File: src/rtl/gamepad_pkg.sv
// Shared types and scan-code tables for the PS/2 gamepad front end.
// Key map rows are indexed by player, columns by key_idx_t.
package gamepad_pkg;

  typedef enum logic [1:0] {
    ST_IDLE    = 2'd0,
    ST_EXT     = 2'd1,
    ST_BRK     = 2'd2,
    ST_EXT_BRK = 2'd3
  } dec_state_t;

  typedef enum logic [1:0] {
    KEY_UP    = 2'd0,
    KEY_DOWN  = 2'd1,
    KEY_LEFT  = 2'd2,
    KEY_RIGHT = 2'd3
  } key_idx_t;

  typedef struct packed {
    logic [7:0] code;
    logic       ext;
  } key_code_t;

  localparam logic [7:0] SC_E0 = 8'hE0;
  localparam logic [7:0] SC_E1 = 8'hE1;
  localparam logic [7:0] SC_F0 = 8'hF0;

  localparam int MAX_PLAYERS = 2;
  localparam int NUM_KEYS    = 4;

  localparam key_code_t KEY_MAP [MAX_PLAYERS][NUM_KEYS] = '{
    '{'{8'h1D, 1'b0}, '{8'h1B, 1'b0}, '{8'h1C, 1'b0}, '{8'h23, 1'b0}},
    '{'{8'h75, 1'b1}, '{8'h72, 1'b1}, '{8'h6B, 1'b1}, '{8'h74, 1'b1}}
  };

endpackage

File: src/rtl/ps2_make_break_decoder.sv
// Folds E0/F0 prefixes into single make/break events. The event outputs are
// combinational on the accepted byte so the consumer registers them in the same cycle.
module ps2_make_break_decoder
  import gamepad_pkg::*;
(
  input  logic       i_clk,
  input  logic       i_rst_n,
  input  logic [7:0] i_key,
  input  logic       i_key_valid,
  output logic       o_evt,
  output logic [7:0] o_code,
  output logic       o_ext,
  output logic       o_brk
);

  dec_state_t state, state_nxt;

  always_comb begin
    state_nxt = state;
    o_evt     = 1'b0;
    o_code    = i_key;
    o_ext     = 1'b0;
    o_brk     = 1'b0;
    if (i_key_valid) begin
      unique case (state)
        ST_IDLE: begin
          if (i_key == SC_E0)      state_nxt = ST_EXT;
          else if (i_key == SC_F0) state_nxt = ST_BRK;
          else if (i_key != SC_E1) o_evt = 1'b1;
        end
        ST_EXT: begin
          if (i_key == SC_F0) begin
            state_nxt = ST_EXT_BRK;
          end else begin
            o_evt     = 1'b1;
            o_ext     = 1'b1;
            state_nxt = ST_IDLE;
          end
        end
        ST_BRK: begin
          o_evt     = 1'b1;
          o_brk     = 1'b1;
          state_nxt = ST_IDLE;
        end
        ST_EXT_BRK: begin
          o_evt     = 1'b1;
          o_ext     = 1'b1;
          o_brk     = 1'b1;
          state_nxt = ST_IDLE;
        end
        default: state_nxt = ST_IDLE;
      endcase
    end
  end

  always_ff @(posedge i_clk or negedge i_rst_n) begin
    if (!i_rst_n) state <= ST_IDLE;
    else          state <= state_nxt;
  end

endmodule

File: src/rtl/keyboard_gamepad_multi.sv
// Per-player platform movement, shoot/gadget pulses and shoot cooldown driven
// by decoded PS/2 make/break events.
module keyboard_gamepad_multi
  import gamepad_pkg::*;
#(
  parameter int NUM_PLAYERS = 2,
  parameter int XW          = 10,
  parameter int X_MIN       = 0,
  parameter int X_MAX       = 639,
  parameter int X_INIT      = 320,
  parameter int STEP        = 10,
  parameter int COOLDOWN    = 8
) (
  input  logic                      i_clk,
  input  logic                      i_rst_n,
  input  logic [7:0]                i_key,
  input  logic                      i_key_valid,
  input  logic                      i_tick,
  output logic [NUM_PLAYERS*XW-1:0] o_platX,
  output logic [NUM_PLAYERS-1:0]    o_shoot,
  output logic [NUM_PLAYERS-1:0]    o_use_gadget,
  output logic [NUM_PLAYERS-1:0]    o_debug_shoot
);

  localparam int CW = (COOLDOWN < 1) ? 1 : $clog2(COOLDOWN + 1);
  localparam logic [XW-1:0] X_MIN_V  = XW'(X_MIN);
  localparam logic [XW-1:0] X_MAX_V  = XW'(X_MAX);
  localparam logic [XW-1:0] X_INIT_V = XW'(X_INIT);
  localparam logic [XW-1:0] STEP_V   = XW'(STEP);
  localparam logic [CW-1:0] CD_LOAD  = CW'(COOLDOWN);

  logic       dec_evt;
  logic [7:0] dec_code;
  logic       dec_ext;
  logic       dec_brk;

  ps2_make_break_decoder u_dec (
    .i_clk       (i_clk),
    .i_rst_n     (i_rst_n),
    .i_key       (i_key),
    .i_key_valid (i_key_valid),
    .o_evt       (dec_evt),
    .o_code      (dec_code),
    .o_ext       (dec_ext),
    .o_brk       (dec_brk)
  );

  for (genvar p = 0; p < NUM_PLAYERS; p++) begin : g_player
    logic [NUM_KEYS-1:0] match;
    logic [NUM_KEYS-1:0] held;
    logic [XW-1:0]       plat_x;
    logic [CW-1:0]       cooldown;
    logic                shoot_q, gadget_q, dbg_q;
    logic                fire, fresh_down, go_left, go_right;

    always_comb begin
      for (int k = 0; k < NUM_KEYS; k++) begin
        match[k] = dec_evt && (dec_code == KEY_MAP[p][k].code) &&
                   (dec_ext == KEY_MAP[p][k].ext);
      end
    end

    // A make on an already-held key is typematic repeat and must not pulse.
    assign fire       = match[KEY_UP] & ~dec_brk & ~held[KEY_UP] & (cooldown == '0);
    assign fresh_down = match[KEY_DOWN] & ~dec_brk & ~held[KEY_DOWN];
    assign go_left    = held[KEY_LEFT] & ~held[KEY_RIGHT];
    assign go_right   = held[KEY_RIGHT] & ~held[KEY_LEFT];

    always_ff @(posedge i_clk or negedge i_rst_n) begin
      if (!i_rst_n) begin
        held     <= '0;
        plat_x   <= X_INIT_V;
        cooldown <= '0;
        shoot_q  <= 1'b0;
        gadget_q <= 1'b0;
        dbg_q    <= 1'b0;
      end else begin
        shoot_q  <= fire;
        gadget_q <= fresh_down;
        for (int k = 0; k < NUM_KEYS; k++) begin
          if (match[k]) held[k] <= ~dec_brk;
        end
        if (fire) dbg_q <= ~dbg_q;
        // fire needs cooldown==0 and decrement needs !=0, so they never collide.
        if (fire)                          cooldown <= CD_LOAD;
        else if (i_tick && cooldown != '0) cooldown <= cooldown - 1'b1;
        if (i_tick) begin
          if (go_left) begin
            if (int'(plat_x) < X_MIN + STEP) plat_x <= X_MIN_V;
            else                             plat_x <= plat_x - STEP_V;
          end else if (go_right) begin
            if (int'(plat_x) > X_MAX - STEP) plat_x <= X_MAX_V;
            else                             plat_x <= plat_x + STEP_V;
          end
        end
      end
    end

    assign o_platX[p*XW +: XW] = plat_x;
    assign o_shoot[p]          = shoot_q;
    assign o_use_gadget[p]     = gadget_q;
    assign o_debug_shoot[p]    = dbg_q;
  end

endmodule
File: config.mk
export PLATFORM = sky130hd
export DESIGN_NAME = keyboard_gamepad_multi
export DESIGN_NICKNAME = d
export VERILOG_FILES = /design/src/rtl/gamepad_pkg.sv /design/src/rtl/ps2_make_break_decoder.sv /design/src/rtl/keyboard_gamepad_multi.sv
export SDC_FILE = /design/constraint.sdc
export NUM_CORES = 1
export LEC_CHECK = 0
export CAP_MARGIN = 20
export CORE_MARGIN = 1
export CORE_UTILIZATION = 50
export CTS_BUF_LIST = sky130_fd_sc_hd__clkbuf_8 sky130_fd_sc_hd__clkbuf_16
export DETAILED_ROUTE_END_ITERATION = 8
export PLACE_DENSITY = 0.85
export SYNTH_ARGS = -nofsm -noshare
export SYNTH_HDL_FRONTEND = slang
export SYNTH_SLANG_ARGS = --single-unit
File: constraint.sdc
create_clock -name i_clk -period 1.85 [get_ports i_clk]
set_clock_uncertainty 0.1 [all_clocks]
set_input_delay 0.37 -clock i_clk [delete_from_list [all_inputs] [get_ports i_clk]]
set_output_delay 0.37 -clock i_clk [all_outputs]
set_load 0.01 [all_outputs]
**Yosys cells after proc, flatten, opt, wreduce, memory -nomap -nowiden**

Index checks and enable logic that the tools add are counted.

- Input port bits: 12
- Register bits: 44
- Output and inout bits: 26
- Logic and storage cells: 127

- Reductions and logical operators: 31
- Eq/ne operators: 15
- Magnitude comparators: 4
- $add $sub $neg: 6
- Multiplexer cells: 26
- Bitwise logic cells: 26

Operators with widths:

| kind | count |
|---|---|
| $mux W10 | 8 |
| $eq A8 B7 Y1 const B | 4 |
| $eq A8 B5 Y1 const B | 3 |
| $add A10 B4 Y10 const B | 2 |
| $gt A10 B10 Y1 const B | 2 |
| $lt A10 B4 Y1 const B | 2 |
| $sub A10 B4 Y10 const B | 2 |
| $logic_and A1 B1 Y1 | 18 |
| $eq A8 B8 Y1 const B | 2 |
| $mux W4 | 4 |
| $and A1 B1 Y1 | 14 |
| $not A1 Y1 | 12 |
| $eq A8 B6 Y1 const B | 1 |
| $logic_not A4 Y1 | 2 |
| $mux W1 | 8 |
| $ne A8 B8 Y1 const B | 1 |
| $reduce_bool A2 Y1 | 4 |
| $reduce_bool A4 Y1 | 2 |
| $sub A4 B1 Y4 const B | 2 |
| $mux W2 | 3 |
| $pmux W2 S3 | 1 |
| $reduce_and A2 Y1 | 3 |
| $eq A2 B2 Y1 const B | 2 |
| $ne A3 B1 Y1 const B | 1 |
| other kinds (5) | 5 |

**Longest topological paths before layout**

- Depth in word-level cells: 12
- Gate-level depth with buffers: 8
- Depth with buffers taken out: 7

**Cells and area by module**

From an unflattened synthesis, not the netlist that was laid out.

- Cell total of the unflattened synthesis: 352
- Area, all modules: 3106.7 um2

By module, submodules not included:

| module | times used | area an instance (um2) | seq. area each (um2) | cells an instance |
|---|---|---|---|---|
| keyboard_gamepad_multi | 1 | 2895.3 | 1056.0 | 325 |
| ps2_make_break_decoder | 1 | 211.5 | 50.0 | 27 |

**Least setup slack after synthesis**

No wires, ideal clock.

- Path type: reg2reg
- Start: reg g_player[1].plat_x[4]
- End: reg g_player[1].plat_x[7]
- Period minus slack after synthesis: 1.910 ns
- Cell stages (with the launch flop): 7
- Required time: 1.624 ns
- Slack: -0.060 ns
- Data arrival time: 1.684 ns
- Path buffers: 1
- Library setup time: 0.126 ns
- Cell sequence: dfrtp_1 -> buf_6 -> or3_4 -> or2_4 -> or3_4 -> a31oi_1 -> a31oi_1

- Word-level cells in the longest chain between the ends: 4
- Elaborated cells on any way between the ends: 8
- Those cells by class: add/sub (2); order compare (2); mux (4)

Ends and longest elaborated chain:

| item | RTL line | source |
|---|---|---|
| start: declaration | keyboard_gamepad_multi.sv:51 | `logic [XW-1:0] plat_x;` |
| start signal: assignment | keyboard_gamepad_multi.sv:90 | `else plat_x <= plat_x - STEP_V;` |
| start signal: assignment | keyboard_gamepad_multi.sv:93 | `else plat_x <= plat_x + STEP_V;` |
| $add A10 B4 Y10 or $gt A10 B10 Y1 (tied branches) | keyboard_gamepad_multi.sv:93, keyboard_gamepad_multi.sv:92 |  |
| $mux W10 | keyboard_gamepad_multi.sv:92 | `if (int'(plat_x) > X_MAX - STEP) plat_x <= X_MAX_V;` |
| $mux W10 | keyboard_gamepad_multi.sv:91 | `end else if (go_right) begin` |
| $mux W10 (*) | keyboard_gamepad_multi.sv:88 | `if (go_left) begin` |

Every way passes the cells marked *; elsewhere a longest branch is shown, timed or not. The select of a mux whose other input is x is not followed.
A chain may end at the register's enable or synchronous reset.

**Worst setup path after layout**

- Start: reg g_player[0].plat_x[1]
- End: reg g_player[0].plat_x[6]

- Word-level cells in the longest chain between the ends: 4
- Elaborated cells on any way between the ends: 8
- Those cells by class: add/sub (2); order compare (2); mux (4)

Ends and longest elaborated chain:

| item | RTL line |
|---|---|
| start: declaration | keyboard_gamepad_multi.sv:51 |
| start signal: assignment | keyboard_gamepad_multi.sv:90 |
| start signal: assignment | keyboard_gamepad_multi.sv:93 |
| $add A10 B4 Y10 or $gt A10 B10 Y1 (tied branches) | keyboard_gamepad_multi.sv:93, keyboard_gamepad_multi.sv:92 |
| $mux W10 | keyboard_gamepad_multi.sv:92 |
| $mux W10 | keyboard_gamepad_multi.sv:91 |
| $mux W10 (*) | keyboard_gamepad_multi.sv:88 |

Marked as above.

==> impl_metrics.env <==
export IMPL_die_y_um=78.0
export IMPL_cp_required_ns=1.95
export IMPL_grt_usage_pct=24.5
export IMPL_boundaryPins=38
export IMPL_synthMuxAreaShare_pct=4.50
export IMPL_synthTopCellsByArea="dfrtp_1 (35%), o21ai_0 (4.7%), nand2_1 (3.9%)"
export IMPL_drt_pass1_iterations=6
export IMPL_multi_input_area_um2=1720
export IMPL_path_clk_slew_ns=0.09
export IMPL_antenna_cells=0
export IMPL_num_vias=2857
export IMPL_finalSetupViolations=1
export IMPL_synth_area_leader_cell="dfrtp_1"
export IMPL_synth_cell_area_um2=2890
export IMPL_initial_core_util_pct=52.1
export IMPL_regArea_um2=1120
export IMPL_status="finished, violations left"
export IMPL_core_um2=5540
export IMPL_cp_start_kind="flip-flop"
export IMPL_grt_start_max_net_pins=45
export IMPL_synth_most_common_cell="dfrtp_1"
export IMPL_synthFlopType="dfrtp_1"
export IMPL_grt_overflow_total=0
export IMPL_finalHoldViolCount=0
export IMPL_ys_seq_elements=44
export IMPL_wl_um=7390
export IMPL_slowest_stage="dfrtp_2"
export IMPL_leakage_uw=0.00167
export IMPL_clk_path_buf_depth=2
export IMPL_maxSlewViolCount=0
export IMPL_cp_arrival_ns=1.97
export IMPL_relSlewSlack_pct=62.0
export IMPL_path_buf_inv=2
export IMPL_fmax_mhz=537
export IMPL_path_delay_family="flip-flops"
export IMPL_dp_slack_ns=-0.406
export IMPL_nets=427
export IMPL_die_area_um2=6090
export IMPL_path_cells="buf_4 -> inv_1 -> a21oi_1 -> or3_1 -> mux2i_1 -> o211ai_1"
export IMPL_syn_nets=353
export IMPL_clock_latency_ns=0.30
export IMPL_area_growth_syn_to_layout_pct=34.8
export IMPL_critical_path_depth=6
export IMPL_power_total_uw=4220
export IMPL_endpoint_kind="flip-flop"
export IMPL_yosysSeqAreaShare_pct=38.3
export IMPL_yosysTopAreaCellShare_pct=34.6
export IMPL_synth_edf_count=0
export IMPL_hpwl_um=5010
export IMPL_yosys_cell_types_count=63
export IMPL_yosys_area_share_adder_pct=3.46
export IMPL_cts_htree_levels=2
export IMPL_async_flop_share_pct=100
export IMPL_drc=0
export IMPL_clkSinkCount=44
export IMPL_fillers=393
export IMPL_layout_drive_gt1_share_pct=27.5
export IMPL_worstMarginPinSlew_ns=0.571
export IMPL_critPathKind="reg2reg"
export IMPL_gp_congestion=0.912
export IMPL_synth_top_family_by_area="simple AND/OR/NAND/NOR gates"
export IMPL_crit_fanout=4
export IMPL_cts_tree="built"
export IMPL_antenna_left=0
export IMPL_grt_pass1_wl_um=11800
export IMPL_rsz0062_at_grt="true"
export IMPL_die_w_um=78.0
export IMPL_min_period_over_period_pct=101
export IMPL_grt_pass1_vias=2660
export IMPL_vdd_drop_max_mv=0.782
export IMPL_slowest_delay_ns=0.47
export IMPL_final_util_pct=70.3
export IMPL_row_count=27
export IMPL_via_per_inst=5.96
export IMPL_fin_crit_ns=1.86
export IMPL_detail_route_wl_per_cell_um=15.4
export IMPL_violations="setup timing"
export IMPL_fin_ws_ns=-0.0122
export IMPL_synth_area_per_cell_um2=8.68
export IMPL_drtIter0Drc=332
export IMPL_antenna_found_initial=0
export IMPL_whs_ns=0.0365
export IMPL_cts_root_buffer="clkbuf_8"
export IMPL_syn_inst=333
export IMPL_r2r_worst_path_cells=6
export IMPL_synth_commonest_cells="dfrtp_1 (40), nand2_1 (30), o21ai_0 (27), nor2_1 (21), a21oi_1 (19)"
export IMPL_yosys_area_share_simple_pct=24.2
export IMPL_synth_compound_area_share_pct=20.8
export IMPL_cts_buffers=5
export IMPL_hold_buffers=0
export IMPL_worstHoldPathType="in2async"
export IMPL_synth_xor_area_share_pct=2.43
export IMPL_io_buffer_count=37
export IMPL_maxCapViolations=0
export IMPL_p_per_area_nw_per_um2=1080
export IMPL_yosysWarnings=0
## logic make-up (layout without fill, tap and decap cells)
family                   Yosys count  after routing
flip-flops                        44             44
buffers and inverters             40            114
AO/OA/AOI/OAI                     94             94
AND/OR/NAND/NOR                  127            127
XOR/XNOR                           8              8
multiplexers                      12             12
adder cells (fa/ha/maj)            8              8
## sequential cells by signal (all words and copies together), names as in the netlist
name               cells
g_player.cooldown      8
g_player.dbg_q         2
g_player.gadget_q      2
g_player.held          8
g_player.plat_x       20
g_player.shoot_q       2
u_dec.state            2
## power by group
part	internal [uW]	leakage [uW]	switching, uW	total, uW
registers	1180	0.000528	263	1450
clock network	532	0.0000642	342	874
logic	956	0.00108	944	1900
total	2670	0.00167	1550	4220
## layout make-up
cell class,instances,share of cell area (%)
Tap cell,72,2.31
Clock inverter,2,1.54
Clock buffer,5,1.77
Timing Repair Buffer,90,20.0
Inverter,17,1.64
Sequential cell,44,28.7
Multi-Input combinational cell,249,44.1
## final timing paths
path                                       startpoint               endpoint  slack (ns)
worst max register to register  g_player[0].plat_x[1]  g_player[0].plat_x[6]       -0.01
max in group asynchronous                     i_rst_n  g_player[1].plat_x[3]        1.19
worst max-delay path            g_player[0].plat_x[1]  g_player[0].plat_x[6]       -0.01
worst min-delay path                          i_rst_n  g_player[0].plat_x[1]        0.04
min in group i_clk                g_player[1].held[1]   g_player[1].gadget_q        0.33
worst min register to register    g_player[1].held[1]   g_player[1].gadget_q        0.33
## per-layer routing
| metal | share of wire [%] | wire length, um | track usage, % | vias to the layer above |
|---|---|---|---|---|
| met5 | 0 | 0 | 0 | - |
| met4 | 1.9 | 144 | 8.52 | 0 |
| met2 | 50 | 3720 | 42.0 | 133 |
| met1 | 42 | 3090 | 31.0 | 1349 |
| li1 | - | - | - | 1356 |
| met3 | 5.8 | 426 | 4.42 | 19 |
## through the flow
stage / instance area [um2] / TNS, ns / instances
2_1_floorplan: 2890 / -0.0661 / 333
4_1_cts: 3750 / 0 / 477
5_1_grt: 3890 / -0.175 / 479
3_5_place_dp: 3590 / -4.36 / 467
6_report: 3890 / -0.0122 / 479
3_3_place_gp: 3590 / -2.71 / 467
## cell usage in the layout (no fill, tap or decap), types with 4 or more instances in the layout
cell / count
buf_4: 53
a21oi_1: 18
o21ai_2: 4
clkdlybuf4s50_1: 23
clkbuf_8: 5
mux2i_1: 4
mux2_2: 8
dlygate4sd2_1: 5
nor2_1: 21
dlymetal6s2s_1: 8
inv_1: 15
nand3_1: 11
nor3_1: 14
o211ai_1: 5
a31oi_1: 4
xnor2_1: 6
o31ai_1: 4
dfstp_2: 4
nand2b_1: 6
nor2b_1: 7
nand4_1: 5
dfrtp_2: 8
dfrtp_1: 32
o21ai_1: 5
o21ai_0: 27
nand2_1: 28
## what timing repair did
item,CTS,global route
resized for setup,11,38
buffers inserted,3,2
pin swaps,2,10
setup endpoints to repair,15,30
(Power assumes the default switching activity.)
